**src/rtl/bus_pkg.sv**
```systemverilog
// Shared bus definitions: master FSM states, bus widths and rw encoding.
package bus_pkg;

  typedef enum logic [1:0] {
    IDLE   = 2'd0,
    REQ    = 2'd1,
    ACCESS = 2'd2
  } bus_mst_state_e;

  localparam int BUS_ADDR_W = 30;
  localparam int BUS_DATA_W = 32;

  localparam logic BUS_RW_READ  = 1'b1;
  localparam logic BUS_RW_WRITE = 1'b0;

endpackage

```
**src/rtl/bus_master_if.sv**
```systemverilog
// Per-master bus interface: turns a single-word core access into
// request / grant / address phase / ready / release on the shared bus.
module bus_master_if
  import bus_pkg::*;
#(
  parameter int ADDR_W      = BUS_ADDR_W,
  parameter int DATA_W      = BUS_DATA_W,
  parameter int TIMEOUT_CYC = 16
) (
  input  logic              clk_i,
  input  logic              rst_i,
  input  logic              core_req_i,
  input  logic              core_rw_i,
  input  logic [ADDR_W-1:0] core_addr_i,
  input  logic [DATA_W-1:0] core_wr_data_i,
  output logic              core_busy_o,
  output logic              core_done_o,
  output logic              core_err_o,
  output logic [DATA_W-1:0] core_rd_data_o,
  output logic              bus_req_o,
  input  logic              bus_grnt_i,
  output logic              bus_as_o,
  output logic              bus_rw_o,
  output logic [ADDR_W-1:0] bus_addr_o,
  output logic [DATA_W-1:0] bus_wr_data_o,
  input  logic              bus_rdy_i,
  input  logic [DATA_W-1:0] bus_rd_data_i
);

  localparam int CNT_W = (TIMEOUT_CYC > 0) ? $clog2(TIMEOUT_CYC + 1) : 1;
  localparam logic [CNT_W-1:0] CNT_LAST = CNT_W'(TIMEOUT_CYC - 1);

  bus_mst_state_e    state_q;
  logic [CNT_W-1:0]  cnt_q;
  logic [CNT_W-1:0]  cnt_d;
  logic              rw_q;
  logic [ADDR_W-1:0] addr_q;
  logic [DATA_W-1:0] wdata_q;
  logic              bus_req_q;
  logic              bus_as_q;
  logic              done_q;
  logic              err_q;
  logic [DATA_W-1:0] rdata_q;

  assign cnt_d = cnt_q + 1'b1;

  always_ff @(posedge clk_i) begin
    if (rst_i) begin
      state_q   <= IDLE;
      cnt_q     <= '0;
      rw_q      <= 1'b0;
      addr_q    <= '0;
      wdata_q   <= '0;
      bus_req_q <= 1'b0;
      bus_as_q  <= 1'b0;
      done_q    <= 1'b0;
      err_q     <= 1'b0;
      rdata_q   <= '0;
    end else begin
      done_q <= 1'b0;
      err_q  <= 1'b0;
      unique case (state_q)
        // Grant is ignored here: the arbiter parks it on its last owner.
        IDLE: begin
          if (core_req_i) begin
            rw_q      <= core_rw_i;
            addr_q    <= core_addr_i;
            wdata_q   <= core_wr_data_i;
            bus_req_q <= 1'b1;
            state_q   <= REQ;
          end
        end
        REQ: begin
          if (bus_grnt_i) begin
            bus_as_q <= 1'b1;
            cnt_q    <= '0;
            state_q  <= ACCESS;
          end
        end
        ACCESS: begin
          if (bus_grnt_i && bus_rdy_i) begin
            if (rw_q == BUS_RW_READ) rdata_q <= bus_rd_data_i;
            done_q    <= 1'b1;
            bus_as_q  <= 1'b0;
            bus_req_q <= 1'b0;
            state_q   <= IDLE;
          end else if (!bus_grnt_i) begin
            bus_as_q <= 1'b0;
            cnt_q    <= '0;
            state_q  <= REQ;
          end else if ((TIMEOUT_CYC != 0) && (cnt_q == CNT_LAST)) begin
            done_q    <= 1'b1;
            err_q     <= 1'b1;
            bus_as_q  <= 1'b0;
            bus_req_q <= 1'b0;
            state_q   <= IDLE;
          end else begin
            cnt_q <= cnt_d;
          end
        end
        default: state_q <= IDLE;
      endcase
    end
  end

  // Bus fields are forced to zero outside the address phase so masters can be OR-combined.
  assign bus_rw_o      = bus_as_q & rw_q;
  assign bus_addr_o    = bus_as_q ? addr_q  : '0;
  assign bus_wr_data_o = bus_as_q ? wdata_q : '0;

  assign bus_req_o      = bus_req_q;
  assign bus_as_o       = bus_as_q;
  assign core_busy_o    = (state_q != IDLE);
  assign core_done_o    = done_q;
  assign core_err_o     = err_q;
  assign core_rd_data_o = rdata_q;

endmodule

```
**config.mk**
```make
export PLATFORM = sky130hd
export DESIGN_NAME = bus_master_if
export DESIGN_NICKNAME = d
export VERILOG_FILES = /design/src/rtl/bus_pkg.sv /design/src/rtl/bus_master_if.sv
export SDC_FILE = /design/constraint.sdc
export NUM_CORES = 1
export LEC_CHECK = 0
export BUFFER_PORTS_ARGS = -buffer_cell sky130_fd_sc_hd__buf_2
export CORE_ASPECT_RATIO = 2
export CORE_UTILIZATION = 42
export CTS_CLUSTER_SIZE = 16
export DETAILED_ROUTE_END_ITERATION = 6
export HOLD_SLACK_MARGIN = 0.15
export MAX_ROUTING_LAYER = met4
export PLACE_DENSITY = 0.76
export SYNTH_ARGS = -nofsm -noshare
export SYNTH_HDL_FRONTEND = slang
export SYNTH_SLANG_ARGS = --single-unit
```
**constraint.sdc**
```tcl
create_clock -name clk_i -period 1.8 [get_ports clk_i]
set_input_delay 0.09 -clock clk_i [delete_from_list [all_inputs] [get_ports clk_i]]
set_output_delay 0.09 -clock clk_i [all_outputs]
set_load 0.02 [all_outputs]
```
==> impl_metrics.json, run 1 <==
{
  "slew_headroom": 0.725,
  "synth-edff-count": 0,
  "clock-sinks": 106,
  "cp.required_ns": 2.04,
  "start_util": 0.430,
  "synth_nets": 659,
  "rsz0062_at_grt": "no",
  "min_from": "rst_i",
  "post-route-period-util": 0.953,
  "power_mw": 6.75,
  "seq_area_um2": 2120,
  "grt_pass1_wl_um": 20800,
  "ys_types": 32,
  "fin_tns_setup_ns": 0,
  "crit_type": "flop to flop",
  "yosys.area.top_type": "dfxtp_1",
  "dpl.hpwl_um": 8030,
  "finalHoldViolCount": 0,
  "grt_use_total": 0.250,
  "fin_ws_ns": 0.0838,
  "synth.area.top_cells": "dfxtp_1 49%, nand2_1 17%, a21oi_1 12%",
  "cellPowerDensity_nw_per_um2": 1000,
  "r2r_end": "state_q[1]$_SDFFE_PP0P_",
  "via_count": 4795,
  "critical_path.startpoint_type": "flop",
  "drt-vias-per-instance": 4.94,
  "critPathMaxStageDelay_ns": 0.51,
  "cts_tree": "built",
  "worst-r2r-setup-slack_ns": 0.08,
  "fmax_mhz": 583,
  "numPortBuffers": 199,
  "top_layer": "met4",
  "nNetsFinal": 938,
  "slowest_stage": "or4_4",
  "io-pin-count": 200,
  "worst_pin_slew_ns": 0.412,
  "path_clk_slew_ns": 0.07,
  "die_w_um": 73.6,
  "crit_buf_inv": 0,
  "min_to": "addr_q[29]$_SDFFE_PP0P_",
  "drive_gt1_frac": 0.286,
  "final_util": 0.673,
  "syn_area_per_cell_um2": 7.81,
  "crit_family": "simple AND/OR/NAND/NOR gates",
  "drtIter0Drc": 290,
  "ys_async_sr_fraction": 0,
  "cts_inserted_buffers": 9,
  "whs_ns": 0.171,
  "reg2reg_depth": 6,
  "layout_common_cells": "198 x buf_2, 192 x nand2_1, 104 x dfxtp_1",
  "wl_per_cell_um": 13.3,
  "drv_cap": 0,
  "crit_arrival_ns": 1.96,
  "p_leak_nw": 3.09,
  "synth_top_area_frac": 0.492,
  "multi_input_area_um2": 1990,
  "drv_slew": 0,
  "min_path_cells": 2,
  "ant_nets": 0,
  "cp-end-kind": "flop",
  "fin_skew_ns": 0.0125,
  "yosys_warnings": 0,
  "fillers": 796,
  "synth-seq-cells": 106,
  "first_pass_iters": 4,
  "die_h_um": 145,
  "grt_overflow_total": 0,
  "hp-class": "input pin to flop",
  "ir_worst_vdd_v": 0.000849,
  "seq_area_frac_synth": 0.492,
  "antenna_cells": 0,
  "drc": 0,
  "post-cts-setup-buffers": 0,
  "place_ws_ns": 0.00371,
  "final.min_clock_period_ns": 1.72,
  "insertion_delay_ns": 0.33,
  "area_growth_pct": 56.4,
  "crit_fanout": 6,
  "wl_met1_um": 4740,
  "netlist_area_um2": 4310,
  "max-clock-path-buffers": 2,
  "h-tree-depth": 3,
  "status": "finished clean",
  "grt_pass1_vias": 4780,
  "rows": 52,
  "worstReg2RegStart": "cnt_q[0]$_SDFFE_PP0P_",
  "route.met2.wl_um": 7000,
  "antenna_found_initial": 0,
  "layout.cells.most_common": "buf_2",
  "cts_root_buf": "clkbuf_16",
  "netlist_instances": 552,
  "wirelength_um": 13000,
  "met3_length_um": 614,
  "crit_path_start": "cnt_q[0]$_SDFFE_PP0P_",
  "synthFlopType": "dfxtp_1",
  "coreArea_um2": 10000,
  "routabilityCongestion": 0.794,
  "dieArea_um2": 10700,
  "setup_viol": 0,
  "grt_max_degree": 64,
  "path_cells": "ha_2 -> and3_4 -> ha_4 -> and4bb_4 -> or4_4 -> o31ai_1"
}
[through the flow]
stage | std cells | area, um^2
5_1_grt | 971 | 6740
3_3_place_gp | 858 | 5430
3_5_place_dp | 858 | 5430
6_report | 971 | 6740
4_1_cts | 971 | 6710
2_1_floorplan | 552 | 4310
[cell usage after synthesis (2+ instances only)]
| cell | count |
|---|---|
| nor2_1 | 3 |
| ha_1 | 7 |
| clkbuf_8 | 2 |
| nand2_1 | 193 |
| buf_6 | 2 |
| nand4_1 | 2 |
| clkbuf_1 | 26 |
| nor2b_1 | 3 |
| mux2i_1 | 2 |
| buf_2 | 10 |
| and2_1 | 64 |
| a21oi_1 | 100 |
| o31ai_1 | 2 |
| dfxtp_1 | 106 |
| or4_1 | 2 |
| nand2b_1 | 3 |
| nor3_1 | 2 |
| inv_1 | 6 |
| o21ai_0 | 4 |
[cells by family after synthesis]
| kind of cell | synth area share |
|---|---|
| multiplexers | 0.00465 |
| adder cells (fa/ha/maj) | 0.0203 |
| flip-flops | 0.492 |
| AND/OR/NAND/NOR | 0.290 |
| buffers and inverters | 0.0520 |
| AO/OA/AOI/OAI | 0.140 |
[worst register-to-register path: cells and delay by family, from the launching register on]
family                     cells  cell delay (ns)
AOI/OAI and AO/OA              1             0.08
adders and majority gates      2             0.31
and+or+nand+nor                3             0.91
DFF                            1             0.33
[layout make-up]
class / count / area share
clock buffers: 11 / 0.0375
clock inverters: 5 / 0.00891
inverters: 6 / 0.00334
multi-input cells: 399 / 0.296
flip-flops and latches: 106 / 0.315
well taps: 135 / 0.0251
repair buffers: 309 / 0.314
[flip-flops by register name, indices dropped and copies added (netlist names)]
signal,flops
state_q,2
core_err_o,1
core_done_o,1
cnt_q,5
addr_q,30
bus_req_o,1
wdata_q,32
bus_as_o,1
core_rd_data_o,32
rw_q,1
[timing repair]
action,CTS,global route
hold buffers,97,0
resized for setup,0,8
endpoints found under the setup margin,0,4
endpoints found under the hold margin,97,0
[per-layer routing]
metal	track usage	vias to the layer above
li1	-	2329
met2	0.443	198
met5	-	-
met4	0.139	0
met3	0.0479	60
met1	0.243	2208
[power by group]
part / leakage (nW) / switching [mW] / internal (mW)
sequential: 0.865 / 0.151 / 2.62
clock: 0.152 / 0.838 / 1.16
combinational: 2.08 / 1.19 / 0.793
[how the worst max path moves through the flow]
stage | depth (start not counted) | slack, ns | end
after floorplan | 6 | 0.008 | cnt_q[4]$_SDFFE_PP0P_
after global placement | 6 | 0.01 | cnt_q[4]$_SDFFE_PP0P_
after detailed placement | 6 | 0.004 | state_q[1]$_SDFFE_PP0P_
after CTS | 6 | 0.004 | cnt_q[4]$_SDFFE_PP0P_
after global routing | 6 | 0.02 | cnt_q[4]$_SDFFE_PP0P_
final | 6 | 0.08 | state_q[1]$_SDFFE_PP0P_
Note: power is estimated with default switching activity, not from simulation.
==> inputs of run 2 (changes only) <==
- CORE_UTILIZATION: 42 -> 47
- PLACE_DENSITY: 0.76 -> 0.8
- clock period: 1.8 -> 1.62 ns (I/O delays scaled with it)
==> run 2 against run 1 <==
  * The flow now finishes with violations (setup timing)
  * Non-clock buffer count up 3
  * Setup slack worse by 0.16 ns
  * Clock-buffer cell count stayed put
  * Maximum frequency increased by 0.95%
  * Cell area about the same
  * Cell count decreased by 3.1%
  * Highest routed layer unchanged
  * Die area decreased by 10%
==> impl_metrics.json, run 2 (synthesis results as in run 1) <==
{
  "status": "complete, but fails checks",
  "violations": "setup timing",
  "clock_power_share": 0.275,
  "drv_cap": 0,
  "grt_max_degree": 108,
  "p_seq_frac": 0.411,
  "cts_root_buf": "clkbuf_16",
  "swShare": 0.336,
  "drive_gt1_frac": 0.290,
  "nNetsFinal": 941,
  "place_inst": 827,
  "crit_type": "flop to flop",
  "first_pass_iters": 5,
  "fmax_mhz": 588,
  "worstReg2RegStart": "cnt_q[1]$_SDFFE_PP0P_",
  "place_ws_ns": -0.0875,
  "crit_path_start": "cnt_q[1]$_SDFFE_PP0P_",
  "grt_pass1_wl_um": 21500,
  "cts_inserted_buffers": 9,
  "insertion_delay_ns": 0.34,
  "drc": 0,
  "final.min_clock_period_ns": 1.70,
  "worst_pin_slew_ns": 0.462,
  "wirelength_um": 13800,
  "wl_per_cell_um": 14.7,
  "routabilityCongestion": 0.839,
  "power_mw": 7.44,
  "area_growth_pct": 56.5,
  "clock-sinks": 106,
  "io-pin-count": 200,
  "antenna_found_initial": 0,
  "dpl.hpwl_um": 7980,
  "rows": 49,
  "path_clk_slew_ns": 0.07,
  "ant_nets": 0,
  "whs_ns": 0.169,
  "via_count": 4832,
  "hp-class": "input pin to flop",
  "layout_common_cells": "198 x buf_2, 192 x nand2_1, 104 x dfxtp_1",
  "ir_worst_vdd_v": 0.000846,
  "layout.cells.most_common": "buf_2",
  "post-route-period-util": 1.05,
  "rsz0062_at_grt": "yes",
  "cp-end-kind": "flop",
  "comb_power_share": 0.315,
  "min_from": "rst_i",
  "crit_fanout": 3,
  "p_int_mw": 4.95,
  "slew_headroom": 0.692,
  "drtIter0Drc": 298,
  "fin_area_um2": 6740,
  "fin_skew_ns": 0.00890,
  "layout.cells.non_filler": 941,
  "drv_slew": 0,
  "cts_tree": "built",
  "critical_path.startpoint_type": "flop",
  "start_util": 0.481,
  "finalHoldViolCount": 0,
  "p_switching_mw": 2.50,
  "dpl_cell_area_um2": 5470,
  "numPortBuffers": 199,
  "fin_ws_ns": -0.0800,
  "p_leak_nw": 3.11,
  "die_w_um": 69.7,
  "dieArea_um2": 9580,
  "cp.required_ns": 1.89,
  "grt_overflow_total": 0,
  "coreArea_um2": 8950,
  "cellPowerDensity_nw_per_um2": 1100,
  "crit_arrival_ns": 1.97,
  "max-clock-path-buffers": 2,
  "h-tree-depth": 3,
  "grt_pass1_vias": 4742,
  "antenna_cells": 0,
  "die_h_um": 137,
  "setup_viol": 2,
  "grt_use_total": 0.287,
  "drt-vias-per-instance": 5.13
}
[run 2: layer usage]
metal  part of all wire  GRT usage
met2               0.54      0.518
met4              0.036      0.171
met1               0.37      0.292
met5                  0          -
met3              0.057     0.0402
[run 2: worst paths after layout]
check                                  to  slack, ns  depth (start not counted)
setup reg to reg    cnt_q[4]$_SDFFE_PP0P_      -0.08                          6
hold reg to reg   wdata_q[0]$_SDFFE_PP0P_       0.45                          2
hold / removal    state_q[1]$_SDFFE_PP0P_       0.17                          4
setup / recovery    cnt_q[4]$_SDFFE_PP0P_      -0.08                          6
[run 2: layout make-up]
| class | instances | area [um^2] |
|---|---|---|
| sequential | 106 | 2120 |
| fill | 594 | 2210 |
| tap | 102 | 128 |
| clock buffer | 11 | 243 |
| inverter | 6 | 22.5 |
| multi-input combinational | 399 | 2010 |
| clock inverter | 5 | 38.8 |
| timing repair buffer | 312 | 2180 |
[run 2: repair_timing]
action,in CTS,in global routing
hold endpoints to repair,97,0
pin swaps,3,1
setup endpoints to repair,5,38
setup buffers,1,0
hold buffers,97,0
resized for setup,2,4
[run 2: worst max-delay path: stages, from the launching register on]
cell	delay, ns
dfxtp_2	0.34
ha_4	0.16
and3_4	0.18
ha_4	0.16
o211a_1	0.22
or4_1	0.47
a21oi_1	0.13
[run 2: power groups by stage]
stage | logic (mW) | registers, mW | clock network, mW
after detailed placement | 2.10 | 3.10 | 0
after global placement | 2.04 | 3.08 | 0
after global routing | 2.58 | 3.08 | 2.17
after floorplan | 1.34 | 3.11 | 0
final | 2.34 | 3.06 | 2.05
after CTS | 2.29 | 3.05 | 2.09
[run 2: metrics by stage]
step	setup TNS, ns	util
after detailed placement	-0.161	0.611
after global placement	-0.0831	0.611
final	-0.159	0.753
after global routing	-0.397	0.753
after CTS	-0.168	0.752
after floorplan	-0.0671	-
==> inputs of run 3 (changes only) <==
- CORE_UTILIZATION: 47 -> 45
- PLACE_DENSITY: 0.8 -> 0.78
==> run 3 against run 2 <==
  * Setup slack improved by 0.016 ns
  * Largest cell class unchanged
  * The flow finishes with violations (DRC, setup timing)
  * Clock skew decreased by 0.0032 ns
  * Maximum frequency increased by 0.97%
  * Largest power group unchanged
==> impl_metrics.json, run 3 (synthesis results as in run 1) <==
{
  "fin_tns_setup_ns": -0.0745,
  "ant_nets": 0,
  "layout.cells.most_common": "buf_2",
  "setup_viol": 3,
  "fin_ws_ns": -0.0637,
  "numPortBuffers": 199,
  "ir_worst_vdd_v": 0.000677,
  "p_switching_mw": 2.47,
  "wirelength_um": 13500,
  "multi_input_area_um2": 2020,
  "seq_area_um2": 2120,
  "max-clock-path-buffers": 2,
  "insertion_delay_ns": 0.34,
  "nNetsFinal": 941,
  "min_from": "core_req_i",
  "routabilityCongestion": 0.891,
  "antenna_found_initial": 0,
  "cts_root_buf": "clkbuf_16",
  "h-tree-depth": 3,
  "worst-r2r-setup-slack_ns": -0.06,
  "comb_power_share": 0.310,
  "r2r_end": "cnt_q[4]$_SDFFE_PP0P_",
  "coreArea_um2": 9320,
  "critical_path.startpoint_type": "flop",
  "crit_fanout": 4,
  "whs_ns": 0.233,
  "drv_cap": 0,
  "antenna_cells": 0,
  "cp-end-kind": "flop",
  "dieArea_um2": 10000,
  "worstReg2RegStart": "cnt_q[1]$_SDFFE_PP0P_",
  "grt_use_total": 0.278,
  "place_ws_ns": -0.0646,
  "wl_per_cell_um": 14.3,
  "grt_max_degree": 66,
  "min_to": "bus_req_o$_SDFFE_PP0P_",
  "rsz0062_at_grt": "yes",
  "p_seq_frac": 0.411,
  "drive_gt1_frac": 0.292,
  "grt_overflow_total": 0,
  "power_mw": 7.46,
  "fmax_mhz": 594,
  "reg2reg_depth": 6,
  "swShare": 0.332,
  "post-route-period-util": 1.04,
  "final_util": 0.724,
  "crit_arrival_ns": 1.96,
  "grt_pass1_vias": 4815,
  "first_pass_iters": 7,
  "p_int_mw": 4.98,
  "layout_common_cells": "198 x buf_2, 192 x nand2_1, 104 x dfxtp_1",
  "rows": 50,
  "clock_power_share": 0.279,
  "p_leak_nw": 3.10,
  "clock-sinks": 106,
  "cts_inserted_buffers": 9,
  "cellPowerDensity_nw_per_um2": 1100,
  "dpl.hpwl_um": 7780,
  "cp.required_ns": 1.89,
  "area_growth_pct": 56.6,
  "worst_pin_slew_ns": 0.681,
  "final.min_clock_period_ns": 1.68,
  "grt_pass1_wl_um": 21300,
  "fillers": 641,
  "slew_headroom": 0.546,
  "drv_slew": 0,
  "drt-vias-per-instance": 5.07,
  "fin_skew_ns": 0.00572,
  "status": "complete, but fails checks",
  "die_h_um": 140,
  "crit_type": "flop to flop",
  "drc": 14,
  "via_count": 4782,
  "io-pin-count": 200,
  "violations": "DRC, setup timing",
  "drtIter0Drc": 256,
  "finalHoldViolCount": 0,
  "path_clk_slew_ns": 0.07,
  "cts_tree": "built",
  "hp-class": "input pin to flop",
  "min_path_cells": 4,
  "die_w_um": 71.2,
  "start_util": 0.462
}
## run 3: cell count changes in the layout (fill, tap and decap cells not counted), sizes merged
cell and delta:
clkinv -1, dlygate4sd3 +1, clkinvlp +1, buf -1
## run 3: worst max-delay path by stage
stage                               start               endpoint  depth (start not counted)
global route        cnt_q[1]$_SDFFE_PP0P_  cnt_q[4]$_SDFFE_PP0P_                          6
detailed placement  cnt_q[1]$_SDFFE_PP0P_  cnt_q[4]$_SDFFE_PP0P_                          6
global placement    cnt_q[1]$_SDFFE_PP0P_  cnt_q[4]$_SDFFE_PP0P_                          6
floorplan           cnt_q[1]$_SDFFE_PP0P_  cnt_q[4]$_SDFFE_PP0P_                          6
CTS                 cnt_q[1]$_SDFFE_PP0P_  cnt_q[4]$_SDFFE_PP0P_                          6
finish              cnt_q[1]$_SDFFE_PP0P_  cnt_q[4]$_SDFFE_PP0P_                          6
## run 3: worst max-delay path, stage by stage, from the launching register on
cell	delay, ns
dfxtp_2	0.34
ha_4	0.15
and3_4	0.18
ha_4	0.16
o211a_1	0.21
or4_1	0.46
a21oi_1	0.12
## run 3: power groups by stage
stage	registers (mW)	clock network [mW]	logic (mW)
detailed placement	3.11	0	2.07
global placement	3.09	0	2.00
finish	3.06	2.08	2.32
floorplan	3.11	0	1.34
global route	3.10	2.22	2.54
CTS	3.05	2.14	2.26
## run 3: stage by stage
| step | instances | instance area [um^2] |
|---|---|---|
| after floorplan | 552 | 4340 |
| after global placement | 829 | 5450 |
| after detailed placement | 829 | 5450 |
| after CTS | 944 | 6730 |
| after global routing | 943 | 6750 |
| final | 943 | 6750 |
## run 3: layer usage
metal,global-route usage,part of all wire,vias up
li1,-,-,2334
met1,0.265,0.35,2169
met2,0.488,0.53,211
met3,0.0540,0.055,68
met4,0.193,0.059,0
met5,-,0,-
## run 3: layout make-up
cell class | count | area share
Multi-Input combinational cell | 399 | 0.300
Timing Repair Buffer | 312 | 0.320
Tap cell | 104 | 0.0193
Clock inverter | 5 | 0.00556
Clock buffer | 11 | 0.0374
Inverter | 6 | 0.00334
Sequential cell | 106 | 0.315
## run 3: what timing repair did
item	4_1_cts	5_1_grt
gates resized for setup	0	10
hold endpoints to repair	104	0
setup buffers	1	0
setup endpoints to repair	1	14
pin swaps	2	6
hold buffers	98	0
